## src/rtl/serializer_pkg.sv

```systemverilog
// Shared types and helpers for the word-to-UART serializer and its handshake sequencer.
package serializer_pkg;

    typedef enum logic [2:0] {
        ST_IDLE    = 3'd0,
        ST_START   = 3'd1,
        ST_WAIT_HI = 3'd2,
        ST_WAIT_LO = 3'd3,
        ST_GAP     = 3'd4
    } state_e;

    // Bits needed to hold 0..max_val; never narrower than one bit.
    function automatic int unsigned cnt_width(input int unsigned max_val);
        return (max_val == 0) ? 1 : $clog2(max_val + 1);
    endfunction

    // A zero or oversized length means a full word.
    function automatic int unsigned clamp_len(input int unsigned len, input int unsigned max_len);
        return (len == 0 || len > max_len) ? max_len : len;
    endfunction

endpackage

```

## src/rtl/uart_tx_handshake.sv

```systemverilog
// Byte-level sequencer: issues tx_start, waits for the UART busy pulse (with ack timeout)
// and inserts the programmable idle gap before the next byte.
module uart_tx_handshake
    import serializer_pkg::*;
#(
    parameter int unsigned GAP_CYCLES  = 0,
    parameter int unsigned ACK_TIMEOUT = 16
) (
    input  logic       clk,
    input  logic       rst,
    input  logic       byte_req_i,
    input  logic [7:0] byte_i,
    input  logic       tx_busy_i,
    output logic       tx_start_o,
    output logic [7:0] tx_byte_o,
    output logic       byte_err_o,
    output logic       seq_busy_o,
    output logic       byte_take_c_o,
    output logic       byte_done_c_o,
    output logic       slot_end_c_o
);

    localparam int unsigned CW = cnt_width(ACK_TIMEOUT);
    localparam int unsigned GW = cnt_width(GAP_CYCLES);

    state_e          state_q, state_d;
    logic [CW-1:0]   ack_cnt_q, ack_cnt_d;
    logic [GW-1:0]   gap_cnt_q, gap_cnt_d;
    logic            tx_start_q, tx_start_d;
    logic [7:0]      tx_byte_q, tx_byte_d;
    logic            err_q, err_d;
    logic            ack_expired_c;
    logic            gap_done_c;

    // The START cycle counts as the first elapsed cycle of the ack window.
    assign ack_expired_c = (32'(ack_cnt_q) + 32'd1) >= ACK_TIMEOUT;
    assign gap_done_c    = 32'(gap_cnt_q) >= GAP_CYCLES;

    always_ff @(posedge clk) begin
        if (rst) begin
            state_q    <= ST_IDLE;
            ack_cnt_q  <= '0;
            gap_cnt_q  <= '0;
            tx_start_q <= 1'b0;
            tx_byte_q  <= 8'h00;
            err_q      <= 1'b0;
        end else begin
            state_q    <= state_d;
            ack_cnt_q  <= ack_cnt_d;
            gap_cnt_q  <= gap_cnt_d;
            tx_start_q <= tx_start_d;
            tx_byte_q  <= tx_byte_d;
            err_q      <= err_d;
        end
    end

    always_comb begin
        state_d       = state_q;
        ack_cnt_d     = ack_cnt_q;
        gap_cnt_d     = gap_cnt_q;
        err_d         = 1'b0;
        byte_take_c_o = 1'b0;
        byte_done_c_o = 1'b0;
        slot_end_c_o  = 1'b0;

        case (state_q)
            ST_IDLE: begin
                if (byte_req_i) begin
                    byte_take_c_o = 1'b1;
                    state_d       = ST_START;
                end
            end
            ST_START: begin
                ack_cnt_d = CW'(1);
                state_d   = ST_WAIT_HI;
            end
            ST_WAIT_HI: begin
                if (tx_busy_i) begin
                    state_d = ST_WAIT_LO;
                end else if (ack_expired_c) begin
                    err_d         = 1'b1;
                    byte_done_c_o = 1'b1;
                    gap_cnt_d     = '0;
                    state_d       = ST_GAP;
                end else if (32'(ack_cnt_q) < ACK_TIMEOUT) begin
                    ack_cnt_d = ack_cnt_q + CW'(1);
                end
            end
            ST_WAIT_LO: begin
                if (!tx_busy_i) begin
                    byte_done_c_o = 1'b1;
                    gap_cnt_d     = '0;
                    state_d       = ST_GAP;
                end
            end
            ST_GAP: begin
                if (gap_done_c) begin
                    slot_end_c_o = 1'b1;
                    if (byte_req_i) begin
                        byte_take_c_o = 1'b1;
                        state_d       = ST_START;
                    end else begin
                        state_d = ST_IDLE;
                    end
                end else begin
                    gap_cnt_d = gap_cnt_q + GW'(1);
                end
            end
            default: state_d = ST_IDLE;
        endcase

        tx_start_d = byte_take_c_o;
        tx_byte_d  = byte_take_c_o ? byte_i : tx_byte_q;
    end

    assign tx_start_o = tx_start_q;
    assign tx_byte_o  = tx_byte_q;
    assign byte_err_o = err_q;
    assign seq_busy_o = (state_q != ST_IDLE);

endmodule

```

## src/rtl/word_to_uart_serializer.sv

```systemverilog
// Word-level front end: one-word holding register plus shift register feeding the
// byte sequencer, with per-word length and selectable byte order.
module word_to_uart_serializer
    import serializer_pkg::*;
#(
    parameter int unsigned NUM_BYTES   = 10,
    parameter int unsigned MSB_FIRST   = 0,
    parameter int unsigned GAP_CYCLES  = 0,
    parameter int unsigned ACK_TIMEOUT = 16
) (
    input  logic                              clk,
    input  logic                              rst,
    input  logic                              in_valid,
    output logic                              in_ready,
    input  logic [NUM_BYTES*8-1:0]            in_data,
    input  logic [cnt_width(NUM_BYTES)-1:0]   in_len,
    input  logic                              tx_busy,
    output logic                              tx_start,
    output logic [7:0]                        tx_byte,
    output logic                              active,
    output logic                              word_done,
    output logic                              tx_err
);

    localparam int unsigned DW = NUM_BYTES * 8;
    localparam int unsigned LW = cnt_width(NUM_BYTES);

    logic [DW-1:0] hold_data_q, hold_data_d;
    logic [LW-1:0] hold_len_q, hold_len_d;
    logic          hold_valid_q, hold_valid_d;
    logic [DW-1:0] sh_data_q, sh_data_d;
    logic [LW-1:0] rem_q, rem_d;
    logic          word_done_q, word_done_d;

    logic          accept_c;
    logic          byte_req_c;
    logic          load_c;
    logic [7:0]    next_byte_c;
    logic          take_c;
    logic          done_c;
    logic          slot_end_c;
    logic          seq_busy;

    // LSB-first words are shifted down as bytes go out; MSB-first words index by remaining count.
    function automatic logic [7:0] pick_byte(input logic [DW-1:0] data, input logic [LW-1:0] cnt);
        logic [DW-1:0] shifted;
        if (MSB_FIRST != 0 && cnt != '0) begin
            shifted = data >> (8 * (32'(cnt) - 32'd1));
        end else begin
            shifted = data;
        end
        return shifted[7:0];
    endfunction

    assign accept_c   = in_valid && in_ready;
    assign byte_req_c = hold_valid_q || (rem_q != '0);
    assign load_c     = take_c && (rem_q == '0);

    always_ff @(posedge clk) begin
        if (rst) begin
            hold_data_q  <= '0;
            hold_len_q   <= '0;
            hold_valid_q <= 1'b0;
            sh_data_q    <= '0;
            rem_q        <= '0;
            word_done_q  <= 1'b0;
        end else begin
            hold_data_q  <= hold_data_d;
            hold_len_q   <= hold_len_d;
            hold_valid_q <= hold_valid_d;
            sh_data_q    <= sh_data_d;
            rem_q        <= rem_d;
            word_done_q  <= word_done_d;
        end
    end

    always_comb begin
        hold_data_d  = hold_data_q;
        hold_len_d   = hold_len_q;
        hold_valid_d = hold_valid_q;
        sh_data_d    = sh_data_q;
        rem_d        = rem_q;
        word_done_d  = slot_end_c && (rem_q == '0);

        if (load_c) begin
            sh_data_d    = hold_data_q;
            rem_d        = hold_len_q;
            hold_valid_d = 1'b0;
        end else if (done_c) begin
            rem_d = rem_q - LW'(1);
            if (MSB_FIRST == 0) begin
                sh_data_d = sh_data_q >> 8;
            end
        end

        if (accept_c) begin
            hold_valid_d = 1'b1;
            hold_data_d  = in_data;
            hold_len_d   = LW'(clamp_len(32'(in_len), NUM_BYTES));
        end

        // A freshly loaded word supplies its first byte straight from the holding register.
        next_byte_c = load_c ? pick_byte(hold_data_q, hold_len_q) : pick_byte(sh_data_q, rem_q);
    end

    uart_tx_handshake #(
        .GAP_CYCLES  (GAP_CYCLES),
        .ACK_TIMEOUT (ACK_TIMEOUT)
    ) u_seq (
        .clk           (clk),
        .rst           (rst),
        .byte_req_i    (byte_req_c),
        .byte_i        (next_byte_c),
        .tx_busy_i     (tx_busy),
        .tx_start_o    (tx_start),
        .tx_byte_o     (tx_byte),
        .byte_err_o    (tx_err),
        .seq_busy_o    (seq_busy),
        .byte_take_c_o (take_c),
        .byte_done_c_o (done_c),
        .slot_end_c_o  (slot_end_c)
    );

    assign in_ready  = ~hold_valid_q & ~rst;
    assign active    = hold_valid_q | seq_busy;
    assign word_done = word_done_q;

endmodule

```

## config.mk

```make
export PLATFORM = sky130hd
export DESIGN_NAME = word_to_uart_serializer
export DESIGN_NICKNAME = d
export VERILOG_FILES = /design/src/rtl/serializer_pkg.sv /design/src/rtl/uart_tx_handshake.sv /design/src/rtl/word_to_uart_serializer.sv
export SDC_FILE = /design/constraint.sdc
export NUM_CORES = 1
export LEC_CHECK = 0
export BUFFER_PORTS_ARGS = -buffer_cell sky130_fd_sc_hd__buf_2
export CAP_MARGIN = 20
export CORE_ASPECT_RATIO = 1.2
export CORE_MARGIN = 4
export CORE_UTILIZATION = 43
export CTS_BUF_LIST = sky130_fd_sc_hd__clkbuf_8
export DETAILED_ROUTE_END_ITERATION = 8
export PLACE_DENSITY = 0.76
export SLEW_MARGIN = 0
export SYNTH_ARGS = -nofsm -noshare
export SYNTH_HDL_FRONTEND = slang
export SYNTH_SLANG_ARGS = --single-unit
```

## constraint.sdc

```tcl
create_clock -name clk -period 2.1 [get_ports clk]
set_clock_uncertainty 0.2 [all_clocks]
set_input_delay 0.42 -clock clk [delete_from_list [all_inputs] [get_ports clk]]
set_output_delay 0.42 -clock clk [all_outputs]
set_load 0.005 [all_outputs]
```

After elaboration in Yosys (flattened, before gate mapping) --
Index checks and enable logic that the tools add are counted.
Storage, ports and cells: memories 0, bits in latches 0, flip-flop bits (word level) 188, memory bits (read-only) 0, logic and storage cells 74, output and inout port bits 13, bits in writable memories 0, input port bits 88
Operators by class: magnitude comparators 3, equality and inequality tests 10, multiply operators 0, bitwise logic cells 5, multiplexer cells 25, shift operators 0, reduce and logical (&&, ||, !) cells 17, divide/modulo/power cells 0, add/subtract/negate cells 3
Operators with widths (count):
- two-way mux 80 bit | 2
- >= comparator 32 x 5 -> 1 bit, second input constant | 1
- two-way mux 5 bit | 3
- case mux 3 bit (5 select lines) | 1
- two-way mux 3 bit | 4
- two-way mux 4 bit | 3
- case mux 5 bit (2 select lines) | 1
- two-way mux 1 bit | 9
- zero test 4 bit | 2
- two-way mux 8 bit | 1
- != test 2 bit, second input constant | 4
- adder 5 x 1 -> 6 bit, second input constant | 1
- == test 3 x 2 -> 1 bit, second input constant | 2
- nonzero test 2 bit | 3
- adder 5 x 1 -> 5 bit, second input constant | 1
- < comparator 5 bit, second input constant | 1
- > comparator 4 bit, second input constant | 1
- AND reduction 4 bit | 1
- nonzero test 4 bit | 1
- OR reduction 2 bit | 2
- subtractor 4 x 1 -> 4 bit, second input constant | 1
- == test 3 x 1 -> 1 bit, second input constant | 1
- == test 3 bit, second input constant | 1
- logical AND 1 bit | 3
- other kinds (10) | 13

Logic depth before layout (Yosys ltp) --
Gate-level depths: netlist of run 1.
depth in word-level cells 7, gate-level depth with buffers 8, gate-level depth less buffers 6

By module --
A second synthesis of run 1 with hierarchy kept.
Unflattened totals: cells, all modules 876, area, all modules 7736.2 µm²
Modules (own cells, without submodules):
- word_to_uart_serializer | sequential area each 3403.3 µm², times used 1, cells an instance 785, area each 6955.4 µm²
- uart_tx_handshake | sequential area each 360.3 µm², times used 1, cells an instance 91, area each 780.7 µm²

Least setup slack after synthesis of run 1 --
OpenSTA, ideal clock, no wires.
path type reg2reg, start register rem_q[0], end register sh_data_q[41], path buffers 2, clock period less this slack 2.027 ns, cell stages (with the launch flop) 9, slack 0.073 ns, data arrival time 1.746 ns, library setup time 0.081 ns, required time 1.819 ns, path through dfxtp_1 > inv_1 > ha_1 > nor3b_2 > and3_1 > buf_2 > clkbuf_1 > a21oi_1 > a211oi_2
On the way: longest elaborated chain between the ends 6, elaborated cells on any way between the ends 8, classes of those cells mux (3); reduce/logical (5)
RTL lines:
- start, declared | line word_to_uart_serializer.sv:32 | logic [LW-1:0] rem_q, rem_d;
- start signal, assigned | line word_to_uart_serializer.sv:72 | rem_q <= rem_d;
- nonzero test 4 bit | line word_to_uart_serializer.sv:56 | assign byte_req_c = hold_valid_q || (rem_q != '0);
- logical OR 1 bit | line word_to_uart_serializer.sv:56
- two-way mux 1 bit | line uart_tx_handshake.sv:68, uart_tx_handshake.sv:99
- two-way mux 1 bit
- logical AND 1 bit * | line word_to_uart_serializer.sv:57 | assign load_c = take_c && (rem_q == '0);
- two-way mux 80 bit or nonzero test 2 bit (tied branches)
- end signal, assigned | line word_to_uart_serializer.sv:71 | sh_data_q <= sh_data_d;
- end, declared | line word_to_uart_serializer.sv:31 | logic [DW-1:0] sh_data_q, sh_data_d;
Mark *: on every way between the ends. The rest lies on a longest branch, timed or not. A chain may end at the register's enable or synchronous reset.

Worst setup path after layout of run 1 --
start register u_seq.state_q[2], end output active
On the way: longest elaborated chain between the ends 2
RTL lines:
- start, declared | line uart_tx_handshake.sv:26 | state_e state_q, state_d;
- start signal, assigned | line uart_tx_handshake.sv:48 | state_q <= state_d;
- nonzero test 3 bit | line uart_tx_handshake.sv:119 | assign seq_busy_o = (state_q != ST_IDLE);
- OR 1 bit | line word_to_uart_serializer.sv:125 | assign active = hold_valid_q | seq_busy;
- end, declared | line word_to_uart_serializer.sv:20 | output logic active,
No other way between the ends.

==> results of run 1 <==
## placed cells by master (no fill, tap or decap), drive strengths merged, types with 2 or more instances in the layout
cell / instances
clkbuf: 22
nand2: 250
a31oi: 5
or4: 2
bufinv: 4
nor4: 3
a21oi: 86
nor2b: 2
dfxtp: 188
a311oi: 2
ha: 3
nor3: 5
a211oi: 74
clkinv: 4
inv: 11
or3: 2
a222oi: 8
dlygate4sd3: 81
and2: 2
nand2b: 2
nor2: 87
nor3b: 2
a311o: 2
and3: 3
a211o: 2
nand3: 15
o21ai: 87
buf: 142
## layer usage
| metal | vias to the layer above | part of all wire [%] |
|---|---|---|
| li1 | 3520 | - |
| met1 | 3216 | 42 |
| met2 | 180 | 51 |
| met3 | 38 | 4.6 |
| met4 | 2 | 2.4 |
| met5 | - | 0.076 |
## critical path: cells and delay by family (launching register included)
kind                   cells  cell delay [ns]
and+or+nand+nor            1             0.28
buffers and inverters      4             0.43
DFF                        1             0.34
## flip-flops by register name (all words and copies together) (netlist names)
| name | count |
|---|---|
| u_seq.tx_start_o | 1 |
| hold_valid_q | 1 |
| u_seq.state_q | 3 |
| sh_data_q | 80 |
| u_seq.byte_err_o | 1 |
| u_seq.ack_cnt_q | 5 |
| hold_len_q | 4 |
| u_seq.tx_byte_o | 8 |
| word_done | 1 |
| hold_data_q | 80 |
| rem_q | 4 |
## through the flow
step	setup WS (ns)	util, %	cell area [um2]
2_1_floorplan	0.0727	-	7630
3_3_place_gp	-0.0913	48.4	8440
3_5_place_dp	-0.123	48.4	8440
4_1_cts	-0.0662	56.5	9850
5_1_grt	-0.123	58.0	10100
6_report	-0.0392	58.0	10100
## worst max path at each step
stage / from / end / slack, ns
after floorplan: rem_q[0] / sh_data_q[41] / 0.07
after global placement: tx_busy / sh_data_q[47] / -0.09
after detailed placement: tx_busy / sh_data_q[45] / -0.12
after CTS: u_seq.state_q[1] / active / -0.07
after global routing: u_seq.state_q[2] / active / -0.12
final: u_seq.state_q[2] / active / -0.04
## cells by family (layout without fill, tap and decap cells)
group | after synthesis | count (layout)
fa+ha+maj | 3 | 3
mux | 1 | 1
compound gates | 271 | 272
xor+xnor | 1 | 1
flops | 188 | 188
buf+inv | 87 | 264
other cells | 0 | 1
simple gates | 380 | 380
## layout make-up
class | instances | area share, %
timing repair buffer | 226 | 19.3
clock inverter | 11 | 1.66
antenna | 1 | 0.0247
sequential | 188 | 37.3
tap | 220 | 2.72
inverter | 8 | 0.297
multi-input combinational | 657 | 36.2
clock buffer | 19 | 2.59
## what timing repair did
| action | 4_1_cts | 5_1_grt |
|---|---|---|
| endpoints found under the setup margin | 72 | 85 |
| hold endpoints to repair | 81 | 0 |
| pin swaps | 2 | 33 |
| gates cloned | 3 | 4 |
| resized for setup | 17 | 40 |
| buffers inserted | 2 | 9 |
| hold buffers | 81 | 0 |
## power breakdown
group,switching [mW],internal (mW),leakage [nW]
Sequential,0.457,4.24,1.54
Clock,1.25,1.35,0.225
Combinational,1.78,1.48,2.11
Total,3.48,7.07,3.88
==> impl_metrics.env, run 1 <==
export IMPL_status="finished, violations left"
export IMPL_violations="setup timing"
export IMPL_p_leak_nw=3.88
export IMPL_fin_ws_ns=-0.0392
export IMPL_drive_gt1_share_pct=24.1
export IMPL_synth_xor_xnor_area_share_pct=0.115
export IMPL_postSynthCellCount=931
export IMPL_clkSinkCount=188
export IMPL_setup_viol=6
export IMPL_portBuffers=100
export IMPL_power_density_nw_per_um2=1040
export IMPL_drv_cap=0
export IMPL_gp_congestion=0.771
export IMPL_synth_nets=1022
export IMPL_hold_viol=0
export IMPL_max_slew_margin_rel_pct=39.4
export IMPL_max_freq_mhz=467
export IMPL_yosysTopAreaCell="dfxtp_1"
export IMPL_coreArea_um2=17400
export IMPL_cts_made_buffers=17
export IMPL_cp_slowest_stage_delay_ns=0.34
export IMPL_layoutNonFillerInstCount=1330
export IMPL_seq_area_um2=3770
export IMPL_synth_compound_area_share_pct=24.7
export IMPL_arrival_ns=1.52
export IMPL_cts_htree_levels=4
export IMPL_synthAdderAreaFrac_pct=0.492
export IMPL_p_total_mw=10.6
export IMPL_min_period_over_period_pct=102
export IMPL_hold_depth=3
export IMPL_tightest_slew_ns=0.909
export IMPL_synth_area_leaders="dfxtp_1 (49%), nand2_1 (12%), a211oi_2 (8.2%)"
export IMPL_final_setup_tns_ns=-0.170
export IMPL_yosysSeqAreaShare_pct=49.4
export IMPL_clk_pin_slew_ns=0.09
export IMPL_grt_util_all_layers_pct=18.9
export IMPL_clockBufferDepth=2
export IMPL_r2r_start="u_seq.state_q[2]"
export IMPL_grt_pass1_vias=6467
export IMPL_drc_errors=0
export IMPL_num_rows=53
export IMPL_synth_edf_count=0
export IMPL_crit_path_start_kind="flop"
export IMPL_antenna_found_initial=2
export IMPL_cp_slowest_cell="dfxtp_2"
export IMPL_vias=6956
export IMPL_crit_required_ns=1.48
export IMPL_reg2reg_slack_ns=-0.03
export IMPL_grtUsageMet2_pct=32.2
export IMPL_rr_worst_depth=7
export IMPL_fillCellCount=1498
export IMPL_rsz0062_at_grt="yes"
export IMPL_synth_top_area_share_pct=49.4
export IMPL_peakVddDrop_mv=0.477
export IMPL_crit_fanout=4
export IMPL_met3_usage_pct=4.27
export IMPL_gr_total_overflow=0
export IMPL_ios=101
export IMPL_drtIter0Drc=648
export IMPL_viasPerCell=5.23
export IMPL_syn2layout_area_growth_pct=32.7
export IMPL_path_class="reg -> out"
export IMPL_final_nets=1189
export IMPL_synth_ff_type="dfxtp_1"
export IMPL_whs_endpoint="hold_len_q[0]"
export IMPL_grt_pass1_wl_um=30800
export IMPL_drt_wirelength_per_cell_um=14.8
export IMPL_dp_cells=1203
export IMPL_syn_area_um2=7630
export IMPL_dp_hpwl_um=11900
export IMPL_ys_top_cells_by_count="nand2_1 (250), dfxtp_1 (188), nor2_1 (87)"
export IMPL_top_usage_layer="met2"
export IMPL_synthSimpleGateAreaFrac_pct=20.1
export IMPL_critPathMostFrequentCell="buf_6"
export IMPL_die_h_um=154
export IMPL_die_w_um=130
export IMPL_detail_route_antenna_nets=0
export IMPL_r2r_end="sh_data_q[8]"
export IMPL_synth_mux_area_fraction_pct=0.131
export IMPL_fin_crit_ns=2.14
export IMPL_use_met1_pct=23.7
export IMPL_insertion_delay_ns=0.47
export IMPL_synthMostInstantiatedCell="nand2_1"
export IMPL_finalMaxSlewViolations=0
export IMPL_grt_max_degree=69
export IMPL_hold_slack_ns=0.0440
export IMPL_async_flop_share_pct=0
export IMPL_die_area_um2=19900
export IMPL_synth_distinct_cells=45
export IMPL_ys_warnings_count=0
export IMPL_synth_top_family_by_area="compound AO/OA/AOI/OAI gates"
export IMPL_routed_wl_um=19600
export IMPL_critPathCaptureType="primary output"
export IMPL_multi_input_area_um2=3660
export IMPL_cts_tree="yes"
export IMPL_start_util_pct=43.7
export IMPL_first_pass_iters=5
export IMPL_cts_root_buf="clkbuf_8"
export IMPL_worstPathCellList="buf_6, nor4_4, buf_4, inv_2, buf_6"
export IMPL_hold_class="in -> reg"
export IMPL_min_from="in_len[0]"
export IMPL_syn_area_per_cell_um2=8.19
export IMPL_synth_seq_cells=188
No activity file was read; power rests on OpenSTA's default activity.
==> run 2: changes to the inputs <==
--- a/config.mk
+++ b/config.mk
@@ -10,7 +10,6 @@
 export CORE_ASPECT_RATIO = 1.2
 export CORE_MARGIN = 4
 export CORE_UTILIZATION = 43
-export CTS_BUF_LIST = sky130_fd_sc_hd__clkbuf_8
 export DETAILED_ROUTE_END_ITERATION = 8
 export PLACE_DENSITY = 0.76
 export SLEW_MARGIN = 0
==> impl_metrics.env, run 2 (synthesis results as in run 1) <==
export IMPL_worstPathCellList="ha_4, a311oi_2, buf_4, a311oi_4, buf_6, clkbuf_16, a21oi_1, a211oi_1"
export IMPL_dp_cells=1203
export IMPL_grtUsageMet2_pct=31.0
export IMPL_power_switching_mw=3.63
export IMPL_syn2layout_area_growth_pct=34.3
export IMPL_clkSinkCount=188
export IMPL_dpl_instance_area_um2=8440
export IMPL_mostFrequentLayoutCell="nand2_1"
export IMPL_critPathCaptureType="flop"
export IMPL_cp_top_family="compound AO/OA/AOI/OAI gates"
export IMPL_path_buf_inv=3
export IMPL_top_usage_layer="met2"
export IMPL_hold_class="in -> reg"
export IMPL_vias=6918
export IMPL_fin_crit_ns=2.09
export IMPL_insertion_delay_ns=0.43
export IMPL_arrival_ns=2.23
export IMPL_use_met1_pct=23.7
export IMPL_crit_required_ns=2.24
export IMPL_cts_tree="yes"
export IMPL_grt_pass1_wl_um=30400
export IMPL_antenna_found_initial=2
export IMPL_cts_made_buffers=17
export IMPL_gr_total_overflow=0
export IMPL_ios=101
export IMPL_peakVddDrop_mv=0.713
export IMPL_tightest_slew_ns=0.919
export IMPL_setup_viol=0
export IMPL_final_cell_mix="nand2_1 (250), dfxtp_1 (183), buf_2 (98), nor2_1 (87), o21ai_0 (85)"
export IMPL_layoutNonFillerInstCount=1317
export IMPL_routed_wl_um=19600
export IMPL_die_w_um=130
export IMPL_min_period_over_period_pct=99.5
export IMPL_path_class="reg -> reg"
export IMPL_gp_congestion=0.771
export IMPL_drive_gt1_share_pct=25.5
export IMPL_utilization_pct=58.7
export IMPL_cts_htree_levels=4
export IMPL_crit_path_start_kind="flop"
export IMPL_grt_util_all_layers_pct=18.6
export IMPL_max_slew_margin_rel_pct=38.7
export IMPL_grt_max_degree=69
export IMPL_cp_slowest_stage_delay_ns=0.35
export IMPL_coreArea_um2=17400
export IMPL_detail_route_antenna_nets=0
export IMPL_drt_wirelength_per_cell_um=14.9
export IMPL_rsz0062_at_grt="yes"
export IMPL_clockBufferDepth=2
export IMPL_dp_hpwl_um=11900
export IMPL_p_leak_nw=3.91
export IMPL_finalMaxSlewViolations=0
export IMPL_p_total_mw=11.4
export IMPL_clkPwrFrac_pct=29.8
export IMPL_first_pass_iters=6
export IMPL_power_internal_mw=7.79
export IMPL_die_h_um=154
export IMPL_cp_slowest_cell="dfxtp_2"
export IMPL_grt_pass1_vias=6346
export IMPL_die_area_um2=19900
export IMPL_status="completed"
export IMPL_start_util_pct=43.7
export IMPL_fin_area_um2=10200
export IMPL_final_nets=1176
export IMPL_portBuffers=100
export IMPL_cts_root_buf="clkbuf_16"
export IMPL_power_density_nw_per_um2=1120
export IMPL_p_comb_share_pct=28.8
export IMPL_netSwitchingFraction_pct=31.8
export IMPL_power_frac_seq_pct=41.4
export IMPL_viasPerCell=5.25
export IMPL_max_freq_mhz=479
export IMPL_drc_errors=0
export IMPL_drv_cap=0
export IMPL_clk_pin_slew_ns=0.06
export IMPL_num_rows=53
export IMPL_drtIter0Drc=617
export IMPL_crit_fanout=8
export IMPL_met3_usage_pct=4.52
export IMPL_hold_viol=0
==> run 2: cell type report <==
type                       count  area (um2)
antenna                        1        2.50
clock buffer                  20         457
clock inverter                10         164
fill                        1483        7200
inverter                       8        30.0
multi-input combinational    656        3730
sequential                   188        3770
tap                          220         275
timing repair buffer         214        1810
==> run 2: through the flow <==
step                TNS [ns]  setup slack [ns]  hold slack [ns]
floorplan                  0            0.0727            0.232
detailed placement     -7.43            -0.123            0.251
finish                     0            0.0110           0.0102
global placement       -5.39           -0.0913            0.241
CTS                  -0.0313           -0.0165         0.000244
global route           -1.50           -0.0605           0.0143
==> run 2: worst reg2reg max path, delay by kind of cell, from the launching register on <==
kind	cells	cell delay [ns]
adders and majority gates	1	0.16
buffers and inverters	3	0.60
DFF	1	0.35
AOI/OAI and AO/OA	4	0.68
==> run 2: power by group through the flow <==
stage	Sequential (mW)	Clock (mW)	Combinational, mW
floorplan	4.57	0	2.03
global placement	4.70	0	2.75
detailed placement	4.73	0	2.80
CTS	4.67	3.44	3.01
global route	4.79	3.58	3.64
finish	4.72	3.40	3.30
==> run 2: worst paths after layout <==
path / cells past startpoint / end / from / slack (ns)
hold reg to reg: 2 / hold_data_q[23] / hold_data_q[23] / 0.26
setup reg to reg: 8 / sh_data_q[33] / u_seq.ack_cnt_q[1] / 0.01
setup / recovery: 8 / sh_data_q[33] / u_seq.ack_cnt_q[1] / 0.01
hold / removal: 3 / hold_data_q[39] / in_data[39] / 0.01
==> run 2: routing by layer <==
metal / up-vias / routed length, um
li1: 3494 / -
met1: 3228 / 8380
met2: 153 / 9830
met3: 41 / 835
met4: 2 / 502
met5: - / 13
==> run 2: timing repair <==
action | CTS | global route
endpoints found under the hold margin | 70 | 0
hold buffers | 70 | 0
setup buffers | 1 | 5
gates cloned | 1 | 6
pin swaps | 2 | 53
endpoints found under the setup margin | 71 | 85
resized for setup | 12 | 56
